==> src/rtl/airi5c_jtag_master_pkg.sv <==
// Shared types and constants for the JTAG master: command codes, FSM states,
// and the fixed TMS patterns that walk the TAP between Run-Test/Idle and Shift.
package airi5c_jtag_master_pkg;

  typedef enum logic [1:0] {
    CmdTapReset = 2'd0,
    CmdScanIr   = 2'd1,
    CmdScanDr   = 2'd2,
    CmdRunIdle  = 2'd3
  } cmd_type_e;

  typedef enum logic [2:0] {
    StIdle,
    StHeader,
    StShift,
    StTrailer,
    StRstSeq,
    StRunCnt,
    StDone
  } state_e;

  // TCK counts of the fixed parts of each sequence.
  localparam int unsigned HdrLenIr = 4;
  localparam int unsigned HdrLenDr = 3;
  localparam int unsigned TrlLen   = 2;
  localparam int unsigned RstLen   = 6;

  // Header TMS bits, bit i is driven on header TCK i.
  localparam logic [3:0] HdrTmsIr = 4'b0011;  // Select-DR, Select-IR, Capture-IR, Shift-IR
  localparam logic [3:0] HdrTmsDr = 4'b0001;  // Select-DR, Capture-DR, Shift-DR

  function automatic logic hdr_tms(cmd_type_e t, logic [2:0] idx);
    logic [3:0] pat;
    pat = (t == CmdScanIr) ? HdrTmsIr : HdrTmsDr;
    return (idx < 3'd4) ? pat[idx[1:0]] : 1'b0;
  endfunction

endpackage

==> src/rtl/airi5c_jtag_master_if.sv <==
// Command/response handshake between a scan requester (master) and the
// JTAG master block (slave).
interface airi5c_jtag_master_if #(
  parameter int unsigned MAX_LEN = 64,
  parameter int unsigned LEN_W   = 7
);
  logic               cmd_valid;
  logic               cmd_ready;
  logic [1:0]         cmd_type;
  logic [LEN_W-1:0]   cmd_len;
  logic [MAX_LEN-1:0] cmd_data;
  logic               rsp_valid;
  logic [MAX_LEN-1:0] rsp_data;
  logic               busy;

  modport master (
    output cmd_valid, cmd_type, cmd_len, cmd_data,
    input  cmd_ready, rsp_valid, rsp_data, busy
  );

  modport slave (
    input  cmd_valid, cmd_type, cmd_len, cmd_data,
    output cmd_ready, rsp_valid, rsp_data, busy
  );
endinterface

==> src/rtl/airi5c_jtag_master_tck_gen.sv <==
// TCK divider: CLK_DIV clks low then CLK_DIV clks high while enabled, idle low.
// sample_stb marks the last low clk (TDO sample point), fall_stb the last high clk.
module airi5c_jtag_master_tck_gen #(
  parameter int unsigned CLK_DIV = 4
) (
  input  logic clk,
  input  logic reset,
  input  logic en,
  output logic tck,
  output logic fall_stb,
  output logic sample_stb
);

  localparam int unsigned CntW = $clog2(CLK_DIV);
  localparam logic [CntW-1:0] CntLast = CntW'(CLK_DIV - 1);

  logic [CntW-1:0] cnt_q;
  logic            phase_q;
  logic            last;

  assign last = (cnt_q == CntLast);

  // Half-period counter; disabling restarts at the beginning of a low phase.
  always_ff @(posedge clk) begin
    if (reset || !en) begin
      cnt_q   <= '0;
      phase_q <= 1'b0;
    end else if (last) begin
      cnt_q   <= '0;
      phase_q <= ~phase_q;
    end else begin
      cnt_q   <= cnt_q + CntW'(1);
    end
  end

  assign tck        = phase_q;
  assign fall_stb   = en & phase_q & last;
  assign sample_stb = en & ~phase_q & last;

endmodule

==> src/rtl/airi5c_jtag_master.sv <==
// JTAG initiator: runs TAP reset, IR/DR scans and idle clocking on request,
// driving TCK/TMS/TDI and returning the TDO bits captured during the shift.
module airi5c_jtag_master #(
  parameter int unsigned CLK_DIV = 4,
  parameter int unsigned MAX_LEN = 64,
  parameter int unsigned LEN_W   = 7
) (
  input  logic                  clk,
  input  logic                  reset,
  airi5c_jtag_master_if.slave   bus,
  output logic                  tck,
  output logic                  tms,
  output logic                  tdi,
  input  logic                  tdo
);
  import airi5c_jtag_master_pkg::*;

  state_e             state_q, state_d;
  cmd_type_e          type_q, type_d;
  logic [LEN_W-1:0]   len_q, len_d;
  logic [LEN_W-1:0]   cnt_q, cnt_d;
  logic [MAX_LEN-1:0] data_q, data_d;
  logic [MAX_LEN-1:0] rsp_q, rsp_d;
  logic               tms_q, tms_d;
  logic               tdi_q, tdi_d;

  logic               tck_en;
  logic               fall_stb;
  logic               sample_stb;
  logic [LEN_W-1:0]   hdr_last;
  logic [MAX_LEN-1:0] shr;

  assign tck_en = (state_q != StIdle) && (state_q != StDone);

  airi5c_jtag_master_tck_gen #(
    .CLK_DIV(CLK_DIV)
  ) u_tck_gen (
    .clk       (clk),
    .reset     (reset),
    .en        (tck_en),
    .tck       (tck),
    .fall_stb  (fall_stb),
    .sample_stb(sample_stb)
  );

  // State and datapath registers; tms idles high after reset.
  always_ff @(posedge clk) begin
    if (reset) begin
      state_q <= StIdle;
      type_q  <= CmdTapReset;
      len_q   <= '0;
      cnt_q   <= '0;
      data_q  <= '0;
      rsp_q   <= '0;
      tms_q   <= 1'b1;
      tdi_q   <= 1'b0;
    end else begin
      state_q <= state_d;
      type_q  <= type_d;
      len_q   <= len_d;
      cnt_q   <= cnt_d;
      data_q  <= data_d;
      rsp_q   <= rsp_d;
      tms_q   <= tms_d;
      tdi_q   <= tdi_d;
    end
  end

  // Sequencer: tms/tdi for the next TCK are loaded at acceptance or on fall_stb,
  // so they change in the same clk that tck goes low.
  always_comb begin
    state_d  = state_q;
    type_d   = type_q;
    len_d    = len_q;
    cnt_d    = cnt_q;
    data_d   = data_q;
    rsp_d    = rsp_q;
    tms_d    = tms_q;
    tdi_d    = tdi_q;
    shr      = '0;
    hdr_last = (type_q == CmdScanIr) ? LEN_W'(HdrLenIr - 1) : LEN_W'(HdrLenDr - 1);

    case (state_q)
      StIdle: begin
        if (bus.cmd_valid) begin
          type_d = cmd_type_e'(bus.cmd_type);
          data_d = bus.cmd_data;
          len_d  = bus.cmd_len;
          rsp_d  = '0;
          cnt_d  = '0;
          tdi_d  = 1'b0;
          tms_d  = 1'b1;
          case (cmd_type_e'(bus.cmd_type))
            CmdTapReset: state_d = StRstSeq;
            CmdScanIr, CmdScanDr: begin
              state_d = StHeader;
              if (bus.cmd_len == '0) begin
                len_d = LEN_W'(1);
              end else if (bus.cmd_len > LEN_W'(MAX_LEN)) begin
                len_d = LEN_W'(MAX_LEN);
              end
            end
            CmdRunIdle: begin
              state_d = StRunCnt;
              tms_d   = 1'b0;
            end
            default: state_d = StIdle;
          endcase
        end
      end

      StHeader: begin
        if (fall_stb) begin
          if (cnt_q == hdr_last) begin
            state_d = StShift;
            cnt_d   = '0;
            tms_d   = (len_q == LEN_W'(1));
            tdi_d   = data_q[0];
          end else begin
            cnt_d = cnt_q + LEN_W'(1);
            tms_d = hdr_tms(type_q, cnt_d[2:0]);
          end
        end
      end

      StShift: begin
        if (sample_stb) begin
          for (int unsigned i = 0; i < MAX_LEN; i++) begin
            if (LEN_W'(i) == cnt_q) rsp_d[i] = tdo;
          end
        end
        if (fall_stb) begin
          if (cnt_q == len_q - LEN_W'(1)) begin
            state_d = StTrailer;
            cnt_d   = '0;
            tms_d   = 1'b1;  // Exit1 -> Update
            tdi_d   = 1'b0;
          end else begin
            cnt_d = cnt_q + LEN_W'(1);
            tms_d = (cnt_d == len_q - LEN_W'(1));  // last shift bit leaves Shift
            shr   = data_q >> cnt_d;
            tdi_d = shr[0];
          end
        end
      end

      StTrailer: begin
        if (fall_stb) begin
          if (cnt_q == LEN_W'(TrlLen - 1)) begin
            state_d = StDone;
          end else begin
            cnt_d = cnt_q + LEN_W'(1);
          end
          tms_d = 1'b0;
        end
      end

      StRstSeq: begin
        if (fall_stb) begin
          if (cnt_q == LEN_W'(RstLen - 1)) begin
            state_d = StDone;
            tms_d   = 1'b0;
          end else begin
            cnt_d = cnt_q + LEN_W'(1);
            tms_d = (cnt_d != LEN_W'(RstLen - 1));
          end
        end
      end

      StRunCnt: begin
        tms_d = 1'b0;
        if (len_q == '0) begin
          state_d = StDone;
        end else if (fall_stb) begin
          if (cnt_q == len_q - LEN_W'(1)) begin
            state_d = StDone;
          end else begin
            cnt_d = cnt_q + LEN_W'(1);
          end
        end
      end

      StDone: begin
        state_d = StIdle;
        tms_d   = 1'b0;
      end

      default: state_d = StIdle;
    endcase
  end

  assign bus.cmd_ready = (state_q == StIdle);
  assign bus.rsp_valid = (state_q == StDone);
  assign bus.rsp_data  = rsp_q;
  assign bus.busy      = tck_en;
  assign tms           = tms_q;
  assign tdi           = tdi_q;

endmodule
==> src/flat_wrapper.sv <==
// flat-port wrapper written by rule: the top's interface ports become plain ports
module airi5c_jtag_master_flat import airi5c_jtag_master_pkg::*;
#(
  parameter int unsigned CLK_DIV = 4,
  parameter int unsigned MAX_LEN = 64,
  parameter int unsigned LEN_W   = 7
)
  (clk, reset, tck, tms, tdi, tdo, bus_cmd_valid, bus_cmd_type, bus_cmd_len, bus_cmd_data, bus_cmd_ready, bus_rsp_valid, bus_rsp_data, bus_busy);
  airi5c_jtag_master_if #(.MAX_LEN(MAX_LEN), .LEN_W(LEN_W)) bus_i ();
  input  logic clk;
  input  logic reset;
  output logic tck;
  output logic tms;
  output logic tdi;
  input  logic tdo;
  input wire logic [$bits(bus_i.cmd_valid)-1:0] bus_cmd_valid;
  input wire logic [$bits(bus_i.cmd_type)-1:0] bus_cmd_type;
  input wire logic [$bits(bus_i.cmd_len)-1:0] bus_cmd_len;
  input wire logic [$bits(bus_i.cmd_data)-1:0] bus_cmd_data;
  output wire logic [$bits(bus_i.cmd_ready)-1:0] bus_cmd_ready;
  output wire logic [$bits(bus_i.rsp_valid)-1:0] bus_rsp_valid;
  output wire logic [$bits(bus_i.rsp_data)-1:0] bus_rsp_data;
  output wire logic [$bits(bus_i.busy)-1:0] bus_busy;
  assign bus_i.cmd_valid = bus_cmd_valid;
  assign bus_i.cmd_type = bus_cmd_type;
  assign bus_i.cmd_len = bus_cmd_len;
  assign bus_i.cmd_data = bus_cmd_data;
  assign bus_cmd_ready = bus_i.cmd_ready;
  assign bus_rsp_valid = bus_i.rsp_valid;
  assign bus_rsp_data = bus_i.rsp_data;
  assign bus_busy = bus_i.busy;
  airi5c_jtag_master #(.CLK_DIV(CLK_DIV), .MAX_LEN(MAX_LEN), .LEN_W(LEN_W)) u_core (.clk(clk), .reset(reset), .bus(bus_i), .tck(tck), .tms(tms), .tdi(tdi), .tdo(tdo));
endmodule
==> config.mk <==
export PLATFORM = sky130hd
export DESIGN_NAME = airi5c_jtag_master_flat
export DESIGN_NICKNAME = d
export VERILOG_FILES = /design/src/rtl/airi5c_jtag_master_pkg.sv /design/src/rtl/airi5c_jtag_master_if.sv /design/src/rtl/airi5c_jtag_master_tck_gen.sv /design/src/rtl/airi5c_jtag_master.sv /design/src/flat_wrapper.sv
export SDC_FILE = /design/constraint.sdc
export NUM_CORES = 1
export LEC_CHECK = 0
export CORE_UTILIZATION = 35
export CTS_CLUSTER_DIAMETER = 150
export DETAILED_ROUTE_END_ITERATION = 8
export SLEW_MARGIN = 5
export SYNTH_ARGS = -nofsm -noshare
export SYNTH_HDL_FRONTEND = slang
export SYNTH_SLANG_ARGS = --single-unit
==> constraint.sdc <==
create_clock -name clk -period 4.5 [get_ports clk]
set_clock_uncertainty 0.2 [all_clocks]
set_input_delay 0.675 -clock clk [delete_from_list [all_inputs] [get_ports clk]]
set_output_delay 0.675 -clock clk [all_outputs]
set_load 0.02 [all_outputs]
# ---- After elaboration in Yosys (flattened, before gate mapping)
# Cells that the tools add are included.
dict set report op_classes {
  n_addsub 3
  magnitude_cmp 3
  eq_ne 163
  n_shift 1
  muxes 118
  bitwise_logic 5
  reduce_logical 85
}
# operator count
set ops {}
lappend ops {{$reduce_and 4->1} 64}
lappend ops {{$eq 6x7->1 const A} 32}
lappend ops {{$ne 2x1->1 const B} 74}
lappend ops {{$mux 64} 2}
lappend ops {{$pmux 64 s2} 1}
lappend ops {{$eq 5x7->1 const A} 16}
lappend ops {{$mux 7} 15}
lappend ops {{$mux 1} 81}
lappend ops {{$shr 64x7->1} 1}
lappend ops {{$eq 4x7->1 const A} 8}
lappend ops {{$pmux 7 s6} 1}
lappend ops {{$mux 3} 12}
lappend ops {{$eq 3x7->1 const A} 4}
lappend ops {{$reduce_and 11->1} 2}
lappend ops {{$eq 7x7->1} 3}
lappend ops {{$logic_not 7->1} 3}
lappend ops {{$pmux 3 s6} 1}
lappend ops {{$eq 2x7->1 const A} 2}
lappend ops {{$eq 7x1->1 const B} 2}
lappend ops {{$reduce_bool 6->1} 2}
lappend ops {{$ne 2x2->1 const B} 5}
lappend ops {{$eq 3x3->1 const B} 3}
lappend ops {{$pmux 3 s3} 1}
lappend ops {{$add 7x1->7 const B} 1}
lappend ops {{other kinds (31)} 42}
dict set report word_totals {
  register_bits 152
  inputBits 77
  output_inout_bits 70
}

# ---- Logic depth before layout (Yosys ltp)
# Gate-level depths: netlist of run 1.
dict set report depth {
  depth_word 8
  depth_mapped 12
  mapped_depth_nobuf 9
}

# ---- Modules after synthesis
# A second synthesis of run 1 with hierarchy kept.
dict set report hier_totals {
  cells_unflattened 988
  hier_area_um2 7626.1
}
# module instances cells_each area_per_inst_um2 seq_area_each_um2
set by_module_without_submodules {}
lappend by_module_without_submodules {airi5c_jtag_master 1 975 7490.9 2982.9}
lappend by_module_without_submodules {airi5c_jtag_master_tck_gen 1 13 135.1 60.1}

# ---- Worst setup path after synthesis of run 1
# Ideal clock, no wire load.
dict set report synth_path {
  path_kind {register to register}
  from {register u_core.cnt_q[0]}
  to {register u_core.tdi_q (netlist: u_core.tdi)}
  arrival_time_ns 2.769
  setup_slack_ns 1.402
  stages_incl_launch_ff 13
  path_buffers 4
  period_less_slack_ns 3.098
  path_cell_list {dfxtp_1 > buf_4 > clkbuf_1 > inv_1 > ha_1 > buf_4 > buf_4 > mux4_2 > mux2i_1 > a22o_1 > a211oi_1 > o211ai_1 > a31oi_1}
}
dict set report synth_between {
  elab_chain_len 5
  word_cells_on_any_way 9
  cone_classes {1 x add/sub; 3 x eq/ne; 1 x shift; 3 x mux; 1 x reduce/logical}
}
# item line
set synth_rtl {}
lappend synth_rtl {{start, declared} airi5c_jtag_master.sv:21} ;# logic [LEN_W-1:0] cnt_q, cnt_d;
lappend synth_rtl {{start signal, assigned} airi5c_jtag_master.sv:61} ;# cnt_q <= cnt_d;
lappend synth_rtl {{$add 7x1->7} airi5c_jtag_master.sv:139} ;# cnt_d = cnt_q + LEN_W'(1);
lappend synth_rtl {{$shr 64x7->1} airi5c_jtag_master.sv:141} ;# shr = data_q >> cnt_d;
lappend synth_rtl {{$mux 1} airi5c_jtag_master.sv:133} ;# if (cnt_q == len_q - LEN_W'(1)) begin
lappend synth_rtl {{$mux 1} airi5c_jtag_master.sv:132} ;# if (fall_stb) begin
lappend synth_rtl {{$pmux 1 s3} airi5c_jtag_master.sv:83} ;# case (state_q)
lappend synth_rtl {{end signal, assigned} airi5c_jtag_master.sv:65} ;# tdi_q <= tdi_d;
lappend synth_rtl {{end, declared} airi5c_jtag_master.sv:25} ;# logic tdi_q, tdi_d;
# Parallel ways exist; a longest one is shown, timed or not. The select of a mux whose other input is x is not followed.
# A chain may end at the register's enable or synchronous reset.

# ---- Worst setup path after layout of run 1
dict set report layout_path {
  from {register u_core.cnt_q[1]}
  to {register u_core.tdi_q (netlist: u_core.tdi)}
}
# Same word-level chain as after synthesis.

==> results of run 1 <==
==> cells in the mapped netlist (all sizes together) (2+ instances only) <==
cell type / count / share of area
nand2: 195 / 0.096
dfxtp: 152 / 0.40
a21oi: 146 / 0.096
nand3: 106 / 0.070
clkbuf: 68 / 0.033
o211ai: 35 / 0.034
nor2: 28 / 0.014
buf: 23 / 0.017
nor3: 18 / 0.014
mux4: 16 / 0.047
mux2i: 13 / 0.017
xnor2: 13 / 0.015
and2: 12 / 0.0098
inv: 12 / 0.0059
xor2: 12 / 0.015
ha: 11 / 0.018
and3: 9 / 0.0074
nand4: 8 / 0.0066
nand2b: 7 / 0.0057
o21ai: 6 / 0.0044
nor3b: 5 / 0.0075
a22oi: 4 / 0.0039
a31oi: 4 / 0.0033
nor4: 4 / 0.0041
o31ai: 4 / 0.0057
a211oi: 3 / 0.0030
nand3b: 3 / 0.0030
nor2b: 3 / 0.0025
nor4b: 3 / 0.0043
a32oi: 2 / 0.0023
nand4b: 2 / 0.0023
o22ai: 2 / 0.0016
or2: 2 / 0.0016
==> cells by family (layout without fill, tap and decap cells) <==
| group | Yosys count | after routing |
|---|---|---|
| simple gates | 410 | 410 |
| mux | 30 | 30 |
| fa+ha+maj | 11 | 11 |
| xor+xnor | 26 | 26 |
| flops | 152 | 152 |
| buf+inv | 103 | 198 |
| compound gates | 222 | 222 |
==> report_power, final <==
part           switching, W  total (W)  internal (W)
clock network      0.000594    0.00147      0.000876
logic               0.00104    0.00172      0.000681
registers          0.000174    0.00170       0.00152
==> worst min path at each step <==
stage | endpoint | from | slack [ps] | cells after the start
floorplan | u_core.u_tck_gen.cnt_q[0] | u_core.u_tck_gen.cnt_q[0] | 210 | 1
global placement | u_core.u_tck_gen.cnt_q[0] | u_core.u_tck_gen.cnt_q[0] | 220 | 1
detailed placement | u_core.u_tck_gen.cnt_q[0] | u_core.u_tck_gen.cnt_q[0] | 220 | 1
CTS | u_core.u_tck_gen.cnt_q[0] | u_core.u_tck_gen.cnt_q[0] | 240 | 1
global route | u_core.u_tck_gen.cnt_q[0] | u_core.u_tck_gen.cnt_q[0] | 270 | 1
finish | u_core.u_tck_gen.cnt_q[0] | u_core.u_tck_gen.cnt_q[0] | 240 | 1
==> flip-flops by register name, indices dropped and copies added, names as in the netlist <==
| signal | cells |
|---|---|
| u_core.tms | 1 |
| u_core.u_tck_gen.tck | 1 |
| u_core.tdi | 1 |
| u_core.bus.rsp_data | 64 |
| u_core.type_q | 2 |
| u_core.state_q | 3 |
| u_core.data_q | 64 |
| u_core.len_q | 7 |
| u_core.cnt_q | 7 |
| u_core.u_tck_gen.cnt_q | 2 |
==> per-stage QoR <==
| step | setup WS [ps] | power (W) | cell area [um2] | instances |
|---|---|---|---|---|
| 2_1_floorplan | 1400 | 0.00296 | 7630 | 954 |
| 3_3_place_gp | 1260 | 0.00343 | 9140 | 1292 |
| 3_5_place_dp | 1140 | 0.00344 | 9140 | 1292 |
| 4_1_cts | 1130 | 0.00491 | 9740 | 1324 |
| 5_1_grt | 885 | 0.00516 | 9740 | 1324 |
| 6_report | 1180 | 0.00489 | 9740 | 1324 |
==> area by class of cell <==
class	count	area [um2]	area share
tap	275	344	0.0353
clock buffer	22	484	0.0497
timing repair buffer	154	1540	0.158
clock inverter	10	118	0.0121
inverter	12	45.0	0.00462
multi-input combinational	699	4170	0.428
sequential	152	3040	0.312
==> layer usage <==
layer | track usage | vias to the layer above | wire length [um]
li1 | - | 3516 | -
met1 | 0.291 | 3410 | 10800
met2 | 0.329 | 200 | 10900
met3 | 0.0415 | 26 | 1230
met4 | 0.0653 | 0 | 347
met5 | 0 | - | 0
==> worst max-delay path, delay by kind of cell, from the launching register on <==
kind                     cells  cell delay [ps]
AO/OA/AOI/OAI                5              800
adder cells (fa/ha/maj)      1              840
AND/OR/NAND/NOR              1              140
multiplexers                 1              580
flip-flops                   1              480
buffers and inverters        1              140
==> flow_summary.html, run 1 <==
<table>
<tr><th>Metric</th><th>Value</th></tr>
<tr><th colspan="2">Global route</th></tr>
<tr><td>Overall global routing resource usage</td><td>0.211</td></tr>
<tr><td>Number of global-route vias before repair</td><td>between 6000 and 7000</td></tr>
<tr><td>Antenna violations before repair</td><td>0</td></tr>
<tr><td>Global route total overflow</td><td>0</td></tr>
<tr><td>First-pass GRT wire length</td><td>36.4 mm</td></tr>
<tr><td>Largest net degree at the start of global routing</td><td>88</td></tr>
<tr><th colspan="2">Setup path</th></tr>
<tr><td>Number of cells on the worst reg-to-reg path</td><td>9</td></tr>
<tr><td>Internal reg-to-reg setup slack</td><td>1180 ps</td></tr>
<tr><td>Worst reg2reg path endpoint</td><td>u_core.tdi</td></tr>
<tr><td>Timing startpoint of the critical path</td><td>u_core.cnt_q[1]</td></tr>
<tr><td>Type of element launching the critical path</td><td>flip-flop</td></tr>
<tr><td>Source of the worst register-to-register timing path</td><td>u_core.cnt_q[1]</td></tr>
<tr><td>Max stage delay on crit path</td><td>840 ps</td></tr>
<tr><td>Type of the worst setup path</td><td>flip-flop to flip-flop</td></tr>
<tr><td>Cells along the critical path</td><td>inv_1, ha_1, mux4_2, nor2b_1, a211oi_1, a31o_1, a211oi_1, o211ai_1, a31oi_1</td></tr>
<tr><td>Capturing element of the worst setup path</td><td>u_core.tdi</td></tr>
<tr><td>Worst EP required</td><td>4600 ps</td></tr>
<tr><td>Element type at the critical path end</td><td>flip-flop</td></tr>
<tr><td>Worst endpoint data arrival time</td><td>3410 ps</td></tr>
<tr><td>Most common cell on crit path</td><td>sky130_fd_sc_hd__a211oi_1</td></tr>
<tr><td>Slowest library cell on the worst path</td><td>sky130_fd_sc_hd__ha_1</td></tr>
<tr><td>Maximum fanout encountered on the critical timing path</td><td>15</td></tr>
<tr><th colspan="2">CTS</th></tr>
<tr><td>Clock root buffer</td><td>sky130_fd_sc_hd__clkbuf_16</td></tr>
<tr><td>Worst-case clock buffer depth</td><td>2</td></tr>
<tr><td>Clock slew seen by the registers of the worst setup and hold paths</td><td>approximately 60 ps</td></tr>
<tr><td>Number of hold buffers added after CTS</td><td>0</td></tr>
<tr><td>Post-CTS setup buffers</td><td>0</td></tr>
<tr><td>Post-cts repair resize count</td><td>0</td></tr>
<tr><td>Total CTS buffers</td><td>17</td></tr>
<tr><td>Number of clock sinks</td><td>152</td></tr>
<tr><td>Source-to-sink clock delay at the later pin of the worst-skew pair</td><td>430 ps</td></tr>
<tr><td>Clock tree from TritonCTS</td><td>built</td></tr>
<tr><td>Htree depth</td><td>4</td></tr>
<tr><th colspan="2">Layout</th></tr>
<tr><td>Fraction of final layout cells with drive strength greater than 1</td><td>0.0734</td></tr>
<tr><td>Layout overhead on the synthesized area</td><td>27.7%</td></tr>
<tr><td>Utilization after layout</td><td>0.459</td></tr>
<tr><td>Total of fill cells in the finished design</td><td>2120</td></tr>
<tr><td>Number of nets in the final layout</td><td>around 1100</td></tr>
<tr><td>Most frequent cells in the layout</td><td>sky130_fd_sc_hd__nand2_1, sky130_fd_sc_hd__dfxtp_1, sky130_fd_sc_hd__a21oi_1</td></tr>
<tr><td>Number of inserted diodes</td><td>0</td></tr>
<tr><td>Commonest non-fill, non-tap cell in the layout</td><td>sky130_fd_sc_hd__nand2_1</td></tr>
<tr><th colspan="2">Timing</th></tr>
<tr><td>Max Slew Vio Count</td><td>0</td></tr>
<tr><td>Final setup vio count</td><td>0</td></tr>
<tr><td>RSZ-0062 raised after global routing</td><td>no</td></tr>
<tr><td>Maximum frequency from static timing analysis</td><td>302 MHz</td></tr>
<tr><td>Worst hold-check slack</td><td>roughly 240 ps</td></tr>
<tr><td>Remaining max-slew budget at the tightest pin</td><td>0.182</td></tr>
<tr><td>Post-Route Setup TNS</td><td>0 ps</td></tr>
<tr><td>Minimum period implied by the final worst setup slack</td><td>3320 ps</td></tr>
<tr><td>Actual transition at the worst max-transition pin</td><td>1220 ps</td></tr>
<tr><td>Final critical-path share of the clock period</td><td>0.737</td></tr>
<tr><td>Final-report hold violation count</td><td>0</td></tr>
<tr><th colspan="2">Synthesis</th></tr>
<tr><td>Synth Area in Compound Gates</td><td>0.174</td></tr>
<tr><td>Simple-gate share of the synthesized area</td><td>0.254</td></tr>
<tr><td>Register bit count reported by yosys</td><td>152</td></tr>
<tr><td>Arithmetic-cell share of the synthesized area counting full adders, half adders and majority gates</td><td>0.0180</td></tr>
<tr><td>EDFF count, synth</td><td>0</td></tr>
<tr><td>Post-synthesis share of cell area spent on xor and xnor gates</td><td>0.0326</td></tr>
<tr><td>Sequential fraction of the synthesis area</td><td>0.399</td></tr>
<tr><td>Net Count, Synth</td><td>1042</td></tr>
<tr><td>Share of synthesized flip-flops with an asynchronous set or reset</td><td>0</td></tr>
<tr><td>Total number of yosys warnings</td><td>0</td></tr>
<tr><td>Dominant combinational cell family by area after synthesis</td><td>simple AND/OR/NAND/NOR gates</td></tr>
<tr><td>Synthesized area divided by synthesized cell count</td><td>8.00 um2</td></tr>
<tr><td>Synthesized netlist cell count</td><td>954</td></tr>
<tr><td>Number of distinct library cells after synthesis</td><td>68</td></tr>
<tr><td>Syn Std Cell Area</td><td>7630 um2</td></tr>
<tr><td>Mux cell area share after synthesis</td><td>0.0658</td></tr>
<tr><td>Prevailing post-synth register cell</td><td>sky130_fd_sc_hd__dfxtp_1</td></tr>
<tr><th colspan="2">Power</th></tr>
<tr><td>Worst IR drop on VDD</td><td>0.229 mV</td></tr>
<tr><td>Leakage power</td><td>3.26 nW</td></tr>
<tr><td>Power per standard cell area</td><td>around 500 nW/um2</td></tr>
<tr><th colspan="2">Floorplan</th></tr>
<tr><td>Number of core rows</td><td>between 50 and 60</td></tr>
<tr><td>Placeable core region</td><td>21200 um2</td></tr>
<tr><td>Starting density of the core</td><td>0.359</td></tr>
<tr><td>Area of the die</td><td>22400 um2</td></tr>
<tr><td>Die X-Extent</td><td>150 um</td></tr>
<tr><td>Die boundary height</td><td>150 um</td></tr>
<tr><td>Count of pins on the block boundary</td><td>147</td></tr>
<tr><th colspan="2">Detailed routing</th></tr>
<tr><td>Antenna Violating Nets Remaining</td><td>0</td></tr>
<tr><td>Violation count after the first detailed-routing iteration</td><td>554</td></tr>
<tr><td>Total vias in the final route</td><td>between 7000 and 8000</td></tr>
<tr><td>DR vias/cell</td><td>5.40</td></tr>
<tr><td>Number of iterations in the first detailed-routing pass</td><td>5</td></tr>
<tr><td>Routed wire length per instance</td><td>17.6 um</td></tr>
<tr><td>Post-route DRC</td><td>0</td></tr>
<tr><td>Final wirelength</td><td>23.3 mm</td></tr>
<tr><th colspan="2">Status</th></tr>
<tr><td>Result of the run</td><td>finished, final reports clean</td></tr>
<tr><th colspan="2">Place</th></tr>
<tr><td>Number of buffers added on ports</td><td>around 150</td></tr>
<tr><td>Global placer's final weighted congestion</td><td>between 0.8 and 0.9</td></tr>
<tr><td>Total half-perimeter wirelength after legalization and detailed placement</td><td>15.9 mm</td></tr>
<tr><th colspan="2">Min path</th></tr>
<tr><td>Worst min-delay path category</td><td>flip-flop to flip-flop</td></tr>
<tr><th colspan="2">Flow run</th></tr>
<tr><td>Max-Cap Viols</td><td>0</td></tr>
</table>
Note: power is estimated with default switching activity, not from simulation.
==> run 2, diff against run 1 <==
Clock period 4.5 ns to 2.88 ns, I/O delays scaled along.
==> run 2 against run 1 <==
Compared with the run above:
- combinational power is 75% higher
- register-to-register slack worse by 1000 ps
- non-clock buffer count grew 38
- sequential share of layout area decreased by 1.3 points
- flip-flop and latch count stayed put
- via count grew 2.0%
- wire length is 0.38% higher
- first-iteration DRC count is 33% higher
- hold slack improved by 0.60 ps
- critical endpoint is now bus_busy
- largest cell class unchanged
- largest power group unchanged
==> flow_summary.html, run 2 (synthesis gave the netlist of run 1 again) <==
<table>
<tr><th>Metric</th><th>Value</th></tr>
<tr><th colspan="2">CTS</th></tr>
<tr><td>Worst-case clock buffer depth</td><td>2 (unchanged)</td></tr>
<tr><td>Number of clock sinks</td><td>152 (unchanged)</td></tr>
<tr><td>Source-to-sink clock delay at the later pin of the worst-skew pair</td><td>430 ps (about the same)</td></tr>
<tr><td>Htree depth</td><td>4 (unchanged)</td></tr>
<tr><td>Clock root buffer</td><td>sky130_fd_sc_hd__clkbuf_16</td></tr>
<tr><td>Clock slew seen by the registers of the worst setup and hold paths</td><td>60 ps (about the same)</td></tr>
<tr><td>Post-CTS setup buffers</td><td>0 (unchanged)</td></tr>
<tr><td>Post-cts repair resize count</td><td>0 (unchanged)</td></tr>
<tr><td>Total CTS buffers</td><td>17 (unchanged)</td></tr>
<tr><td>Number of hold buffers added after CTS</td><td>0 (unchanged)</td></tr>
<tr><td>Clock tree from TritonCTS</td><td>built</td></tr>
<tr><th colspan="2">Timing</th></tr>
<tr><td>Post-Route Setup TNS</td><td>0 ps (unchanged)</td></tr>
<tr><td>Maximum frequency from static timing analysis</td><td>366 MHz</td></tr>
<tr><td>RSZ-0062 raised after global routing</td><td>no</td></tr>
<tr><td>Remaining max-slew budget at the tightest pin</td><td>0.626 (+0.444)</td></tr>
<tr><td>Minimum period implied by the final worst setup slack</td><td>2730 ps</td></tr>
<tr><td>Max Slew Vio Count</td><td>0 (unchanged)</td></tr>
<tr><td>Final-report hold violation count</td><td>0 (unchanged)</td></tr>
<tr><td>Final setup vio count</td><td>0 (unchanged)</td></tr>
<tr><td>Final critical-path share of the clock period</td><td>0.950</td></tr>
<tr><td>Actual transition at the worst max-transition pin</td><td>561 ps (-661 ps)</td></tr>
<tr><th colspan="2">Setup path</th></tr>
<tr><td>Max stage delay on crit path</td><td>560 ps (-280 ps)</td></tr>
<tr><td>Type of the worst setup path</td><td>flip-flop to output pin</td></tr>
<tr><td>Worst endpoint data arrival time</td><td>2100 ps (-1310 ps)</td></tr>
<tr><td>Element type at the critical path end</td><td>output pin</td></tr>
<tr><td>Cells along the critical path</td><td>and2_1, o21ba_2, inv_1, clkdlybuf4s50_1</td></tr>
<tr><td>WP buf/inv</td><td>2 (+1)</td></tr>
<tr><td>Type of element launching the critical path</td><td>flip-flop</td></tr>
<tr><td>Category of cells accounting for the largest share of critical-path delay</td><td>buffers and inverters</td></tr>
<tr><td>Slowest library cell on the worst path</td><td>sky130_fd_sc_hd__dfxtp_1</td></tr>
<tr><td>Worst EP required</td><td>2250 ps (-2350 ps)</td></tr>
<tr><td>Maximum fanout encountered on the critical timing path</td><td>11 (-4)</td></tr>
<tr><th colspan="2">Flow run</th></tr>
<tr><td>Max-Cap Viols</td><td>0 (unchanged)</td></tr>
<tr><th colspan="2">Floorplan</th></tr>
<tr><td>Placeable core region</td><td>21200 um2 (unchanged)</td></tr>
<tr><td>Area of the die</td><td>22400 um2 (unchanged)</td></tr>
<tr><td>Die boundary height</td><td>150 um (unchanged)</td></tr>
<tr><td>Starting density of the core</td><td>0.359 (unchanged)</td></tr>
<tr><td>Die X-Extent</td><td>150 um (unchanged)</td></tr>
<tr><td>Count of pins on the block boundary</td><td>147 (unchanged)</td></tr>
<tr><td>Number of core rows</td><td>53 (unchanged)</td></tr>
<tr><th colspan="2">Detailed routing</th></tr>
<tr><td>Antenna Violating Nets Remaining</td><td>0 (unchanged)</td></tr>
<tr><td>Total vias in the final route</td><td>7293 (+2.0%)</td></tr>
<tr><td>DR vias/cell</td><td>5.35 (-0.87%)</td></tr>
<tr><td>Final wirelength</td><td>23.3 mm (+0.38%)</td></tr>
<tr><td>Number of iterations in the first detailed-routing pass</td><td>5 (unchanged)</td></tr>
<tr><td>Routed wire length per instance</td><td>17.1 um (-2.4%)</td></tr>
<tr><td>Post-route DRC</td><td>0 (unchanged)</td></tr>
<tr><td>Violation count after the first detailed-routing iteration</td><td>736 (+33%)</td></tr>
<tr><th colspan="2">Layout</th></tr>
<tr><td>Total of fill cells in the finished design</td><td>2108 (-0.57%)</td></tr>
<tr><td>Number of nets in the final layout</td><td>1162 (+3.4%)</td></tr>
<tr><td>Layout overhead on the synthesized area</td><td>33.1%</td></tr>
<tr><td>Fraction of final layout cells with drive strength greater than 1</td><td>0.110 (+0.0370)</td></tr>
<tr><td>Commonest non-fill, non-tap cell in the layout</td><td>sky130_fd_sc_hd__nand2_1</td></tr>
<tr><td>Number of inserted diodes</td><td>0 (unchanged)</td></tr>
<tr><td>Most frequent cells in the layout</td><td>sky130_fd_sc_hd__nand2_1, sky130_fd_sc_hd__dfxtp_1, sky130_fd_sc_hd__a21oi_1</td></tr>
<tr><th colspan="2">Global route</th></tr>
<tr><td>Number of global-route vias before repair</td><td>6842 (+3.4%)</td></tr>
<tr><td>Overall global routing resource usage</td><td>0.213 (+0.00210)</td></tr>
<tr><td>Largest net degree at the start of global routing</td><td>70 (-20%)</td></tr>
<tr><td>Antenna violations before repair</td><td>0 (unchanged)</td></tr>
<tr><td>Global route total overflow</td><td>0 (unchanged)</td></tr>
<tr><td>First-pass GRT wire length</td><td>37.1 mm (+1.8%)</td></tr>
<tr><th colspan="2">Min path</th></tr>
<tr><td>Worst min-delay path category</td><td>flip-flop to flip-flop</td></tr>
<tr><th colspan="2">Place</th></tr>
<tr><td>Total half-perimeter wirelength after legalization and detailed placement</td><td>16.6 mm (+4.0%)</td></tr>
<tr><td>Number of buffers added on ports</td><td>146 (unchanged)</td></tr>
<tr><td>Global placer's final weighted congestion</td><td>0.897 (-0.22%)</td></tr>
<tr><th colspan="2">Power</th></tr>
<tr><td>Leakage power</td><td>3.47 nW (+6.6%)</td></tr>
<tr><td>Post-route total power</td><td>0.00787 W (+61%)</td></tr>
<tr><td>Power per standard cell area</td><td>775 nW/um2 (+54%)</td></tr>
<tr><td>Worst IR drop on VDD</td><td>0.396 mV (+73%)</td></tr>
<tr><th colspan="2">Status</th></tr>
<tr><td>Result of the run</td><td>finished, final reports clean</td></tr>
</table>
[run 2: cell count changes in the layout (fill, tap and decap cells not counted), sizes merged]
| cell | delta |
|---|---|
| buf | +38 |
| clkinv | +1 |
| clkbuf | -1 |
[run 2: report_power, final]
part	switching, W	internal, W
Sequential	0.000240	0.00238
Combinational	0.00174	0.00127
Clock	0.000912	0.00132
Total	0.00289	0.00497
[run 2: routing by layer]
layer  up-vias  wire length [um]  track usage
met5         -                 0            0
met4         0               483       0.0765
met3        31               969       0.0399
met2       169             10900        0.336
met1      3495             11000        0.288
li1       3598                 -            -
[run 2: through the flow]
step / setup slack [ps] / cell area (um2) / utilization / std cells / hold WS [ps]
2_1_floorplan: 25.9 / 7640 / - / 954 / 205
3_3_place_gp: 140 / 9510 / 0.448 / 1330 / 218
3_5_place_dp: 97.7 / 9510 / 0.448 / 1330 / 225
4_1_cts: 85.9 / 10100 / 0.476 / 1362 / 223
5_1_grt: 6.89 / 10200 / 0.479 / 1362 / 256
6_report: 145 / 10200 / 0.479 / 1362 / 238
[run 2: path summary, 6_finish.rpt]
| kind | start | endpoint | slack [ps] | depth (start not counted) |
|---|---|---|---|---|
| max | u_core.state_q[2] | bus_busy | 150 | 4 |
| min | u_core.u_tck_gen.cnt_q[0] | u_core.u_tck_gen.cnt_q[0] | 240 | 1 |
| max reg2reg | u_core.cnt_q[0] | u_core.tdi | 180 | 9 |
| min reg2reg | u_core.u_tck_gen.cnt_q[0] | u_core.u_tck_gen.cnt_q[0] | 240 | 1 |
[run 2: final cells by class]
class	count	area [um2]	area share
sequential	152	3040	0.300
inverter	12	45.0	0.00444
timing repair buffer	192	1920	0.189
clock inverter	11	123	0.0121
tap	275	344	0.0339
clock buffer	21	460	0.0453
multi-input combinational	699	4220	0.415
==> RTL change 1, RTL diff (flow settings as in run 2) <==
Make the reset (`reset`) asynchronous in one clocked block.
--- a/src/rtl/airi5c_jtag_master.sv
+++ b/src/rtl/airi5c_jtag_master.sv
@@ -45,5 +45,5 @@
 
   // State and datapath registers; tms idles high after reset.
-  always_ff @(posedge clk) begin
+  always_ff @(posedge clk or posedge reset) begin
     if (reset) begin
       state_q <= StIdle;
Behaviour: differs if reset is asserted again (counterexample within 4 cycles, from zero or initial values and one cycle with reset high); with reset held inactive, the same outputs for 10 cycles.
==> RTL change 1 against run 2 <==
  * Critical path depth up 5
  * Sequential cell count unchanged
  * Cell area grew 1.3%
  * Worst hold slack got worse by 0.0062 ns
  * Synthesized cell count shrank 26%
  * Wire length decreased by 13%
  * Fmax up 0.86%
  * Non-clock buffer count fell by 7
  * Area after synthesis rose by 1.6%
  * Worst setup slack improved by 0.023 ns
  * Cell count decreased by 16%
Power is not compared: it rests on default switching activity, and its combinational part moved more than twofold at a synthesized area within 25%.
==> RTL change 1: results <==
[worst_setup_path]
crit_path_max_incr_delay_ns = 0.47
cp-endpoint = u_core.tdi$_DFFE_PP0P_
arrival_ns = 2.82
reg2reg_from = u_core.cnt_q[0]$_DFFE_PP0P_

[route]
drt-met1-wl_um = 9562
wl_met3_um = 893
via_count = 5926
wl_met2_um = 9447

[logic_synthesis]
synth_nets = 791
syn_area_per_cell_um2 = 11.03
ys_top_cells_by_area = dfrtp_1, mux2_2, mux4_2
synth_compound_area_share_pct = 11.28

[placement]
hpwlAfterDp_um = 14220
pre_cts_ws_ns = 0.07894
gp_congestion = 0.9198

[layout]
fillers = 2041
fin_cells = 1144
drive_gt1_share_pct = 19.79

[sta]
slew_headroom_pct = 61.91
timing.hold.ws_ns = 0.2316

[global_route]
grt_pass1_wl_um = 32170
grt_pass1_vias = 5814
met2_usage_pct = 28.60

[clocking]
post_cts_resized = 1

[status]
run_status = finished, final reports clean
[RTL change 1: cell count changes after synthesis, moves of 5 or more]
cell and delta:
a21oi_1 -138, and2_1 -10, buf_2 -5, clkbuf_1 -26, dfrtp_1 +148, dfxtp_1 -149, mux2_2 +65, mux2i_1 +14
nand2_1 -115, nand3_1 -53, o211ai_1 -13, o21ai_0 +30, o31ai_1 +20, xor2_1 -6
[RTL change 1: power by group]
part,leakage [nW],internal [mW],switching [mW],total [mW]
Sequential,2.09,2.15,0.00994,2.16
Combinational,2.15,0.246,0.276,0.522
Clock,0.267,1.30,0.918,2.22
[RTL change 1: final cells by class]
class                   instances  area (µm²)  area share, %
well taps                     280       350.3          3.406
clock inverters                 9       117.6          1.144
multi-input cells             483        3714          36.11
repair buffers                185        1804          17.54
inverters                      13       52.55         0.5109
flip-flops and latches        152        3792          36.87
clock buffers                  22       454.2          4.416
==> RTL change 2, RTL diff (settings of run 2) <==
Without the edit above. `CLK_DIV` is set to 4 in 3 places; all go to 8.
--- a/src/rtl/airi5c_jtag_master_tck_gen.sv
+++ b/src/rtl/airi5c_jtag_master_tck_gen.sv
@@ -2,5 +2,5 @@
 // sample_stb marks the last low clk (TDO sample point), fall_stb the last high clk.
 module airi5c_jtag_master_tck_gen #(
-  parameter int unsigned CLK_DIV = 4
+  parameter int unsigned CLK_DIV = 8
 ) (
   input  logic clk,
--- a/src/rtl/airi5c_jtag_master.sv
+++ b/src/rtl/airi5c_jtag_master.sv
@@ -2,5 +2,5 @@
 // driving TCK/TMS/TDI and returning the TDO bits captured during the shift.
 module airi5c_jtag_master #(
-  parameter int unsigned CLK_DIV = 4,
+  parameter int unsigned CLK_DIV = 8,
   parameter int unsigned MAX_LEN = 64,
   parameter int unsigned LEN_W   = 7
--- a/src/flat_wrapper.sv
+++ b/src/flat_wrapper.sv
@@ -2,5 +2,5 @@
 module airi5c_jtag_master_flat import airi5c_jtag_master_pkg::*;
 #(
-  parameter int unsigned CLK_DIV = 4,
+  parameter int unsigned CLK_DIV = 8,
   parameter int unsigned MAX_LEN = 64,
   parameter int unsigned LEN_W   = 7
Formal check against the unedited RTL: not equivalent (a bounded check fails within 10 cycles, from zero or initial values and one cycle with reset high).
==> RTL change 2 against run 2 <==
  * Cell area down 3.0%
  * Area after synthesis is 1.6% lower
  * Worst setup slack got worse by 0.0033 ns
  * First-iteration DRC count decreased by 35%
  * Wire length shrank 8.8%
  * Total power decreased by 5.6%
  * Sequential share of layout area up 1.1 points
  * Via count is 5.7% lower
  * Sequential cell count increased by 1
==> RTL change 2: results <==
[route]
detail-route-antenna-nets = 0
via_count = 6877
wl_per_cell_um = 16.37
drt_first_iter_violations = 478
drt-total-wl_um = 21290

[logic_synthesis]
ys_seq_area_share_pct = 40.82
muxShareOfSynthArea_pct = 5.886
synth_common_cells = nand2_1, dfxtp_1, a21oi_1
synth_nets = 990
yosys_warnings = 0
synthFlopType = dfxtp_1
syn_area_per_cell_um2 = 8.328
ys_top_cells_by_area = dfxtp_1, a21oi_1, nand2_1
synth_compound_area_share_pct = 20.34
synth.distinct_cells = 59
async_flop_share_pct = 0
synthAdderAreaFrac_pct = 2.001
synth-xor-area-share_pct = 3.152

[layout]
final_nets = 1103
drive_gt1_share_pct = 8.967
diodes = 0

[clocking]
clkTransAtPathRegs_ns = 0.06
cts_buffer_depth = 2
ctsHtreeMaxLevel = 4
worstSkewPairLatency_ns = 0.43
cts_made_buffers = 17

[worst_setup_path]
crit_fanout = 18
crit_path_start = u_core.state_q[0]$_SDFFE_PP0P_
r2r_slack_ns = 0.23
reg2reg_from = u_core.u_tck_gen.cnt_q[0]$_SDFF_PP0_

[sta]
layout_setup_ws_ns = 0.1421
worstMarginPinSlew_ns = 0.5891
timing.hold.ws_ns = 0.2518

[min_path]
hold_class = flop to flop
worstHoldStart = u_core.data_q[26]$_SDFFE_PP0P_

[global_route]
grt_max_degree = 71
grt.total_usage_pct = 19.40
antenna_found_initial = 0
grt_pass1_vias = 6354
grt_pass1_wl_um = 33720

[placement]
gp_congestion = 0.9079
place_inst = 1270
pre_cts_ws_ns = 0.1659
hpwlAfterDp_um = 14510
port_buffers = 146

[power]
p_leak_nw = 3.332
vdd_ir_drop_max_mv = 0.3800

[status]
run_status = finished, final reports clean
-- RTL change 2: path summary, 6_finish.rpt --
kind | cells past startpoint | end
worst max-delay path | 4 | bus_cmd_ready
worst min-delay path | 2 | u_core.data_q[26]$_SDFFE_PP0P_
worst max register to register | 8 | u_core.bus.rsp_data[3]$_SDFFE_PP0P_
worst min register to register | 2 | u_core.data_q[26]$_SDFFE_PP0P_
-- RTL change 2: cells by family after synthesis --
| logic type | Yosys count |
|---|---|
| fa+ha+maj | 12 |
| simple gates | 341 |
| buf+inv | 94 |
| mux | 24 |
| xor+xnor | 27 |
| compound gates | 250 |
| flops | 153 |
-- RTL change 2: report_power, final --
| group | switching, mW | internal, mW | total, mW |
|---|---|---|---|
| Sequential | 0.172 | 2.37 | 2.54 |
| Clock | 0.927 | 1.39 | 2.32 |
| Combinational | 1.52 | 1.05 | 2.57 |
| Total | 2.62 | 4.81 | 7.43 |
-- RTL change 2: routing by layer --
metal / track usage, % / wire length (µm)
met5: 0 / 0
met4: 6.495 / 320
met3: 3.528 / 1064
met2: 30.28 / 9674
met1: 26.82 / 10230
-- RTL change 2: metrics by stage --
stage	utilization (%)	area [µm²]	total power [mW]
after CTS	46.87	9852	7.485
after detailed placement	43.98	9245	5.163
after global placement	43.98	9245	5.137
after global routing	46.87	9852	7.865
final	46.87	9852	7.428
after floorplan	-	7515	4.376
-- RTL change 2: worst max-delay path: stages, from the launching register on --
cell and delay (ns):
dfxtp_1 0.36, buf_4 0.22, or2_2 0.35, nor2_1 0.14, clkdlybuf4s50_1 0.62
-- RTL change 2: timing repair --
| action | 4_1_cts | 5_1_grt |
|---|---|---|
| setup endpoints to repair | 1 | 0 |
| endpoints found under the hold margin | 0 | 0 |
| buffers inserted | 0 | 0 |
| gates resized for setup | 1 | 0 |
-- RTL change 2: cell type report --
type,instances,area [µm²]
clock buffer,18,439.2
clock inverter,13,166.4
fill,2067,11170
inverter,13,48.80
multi-input combinational,654,4050
sequential,153,3064
tap,275,344.1
timing repair buffer,175,1739
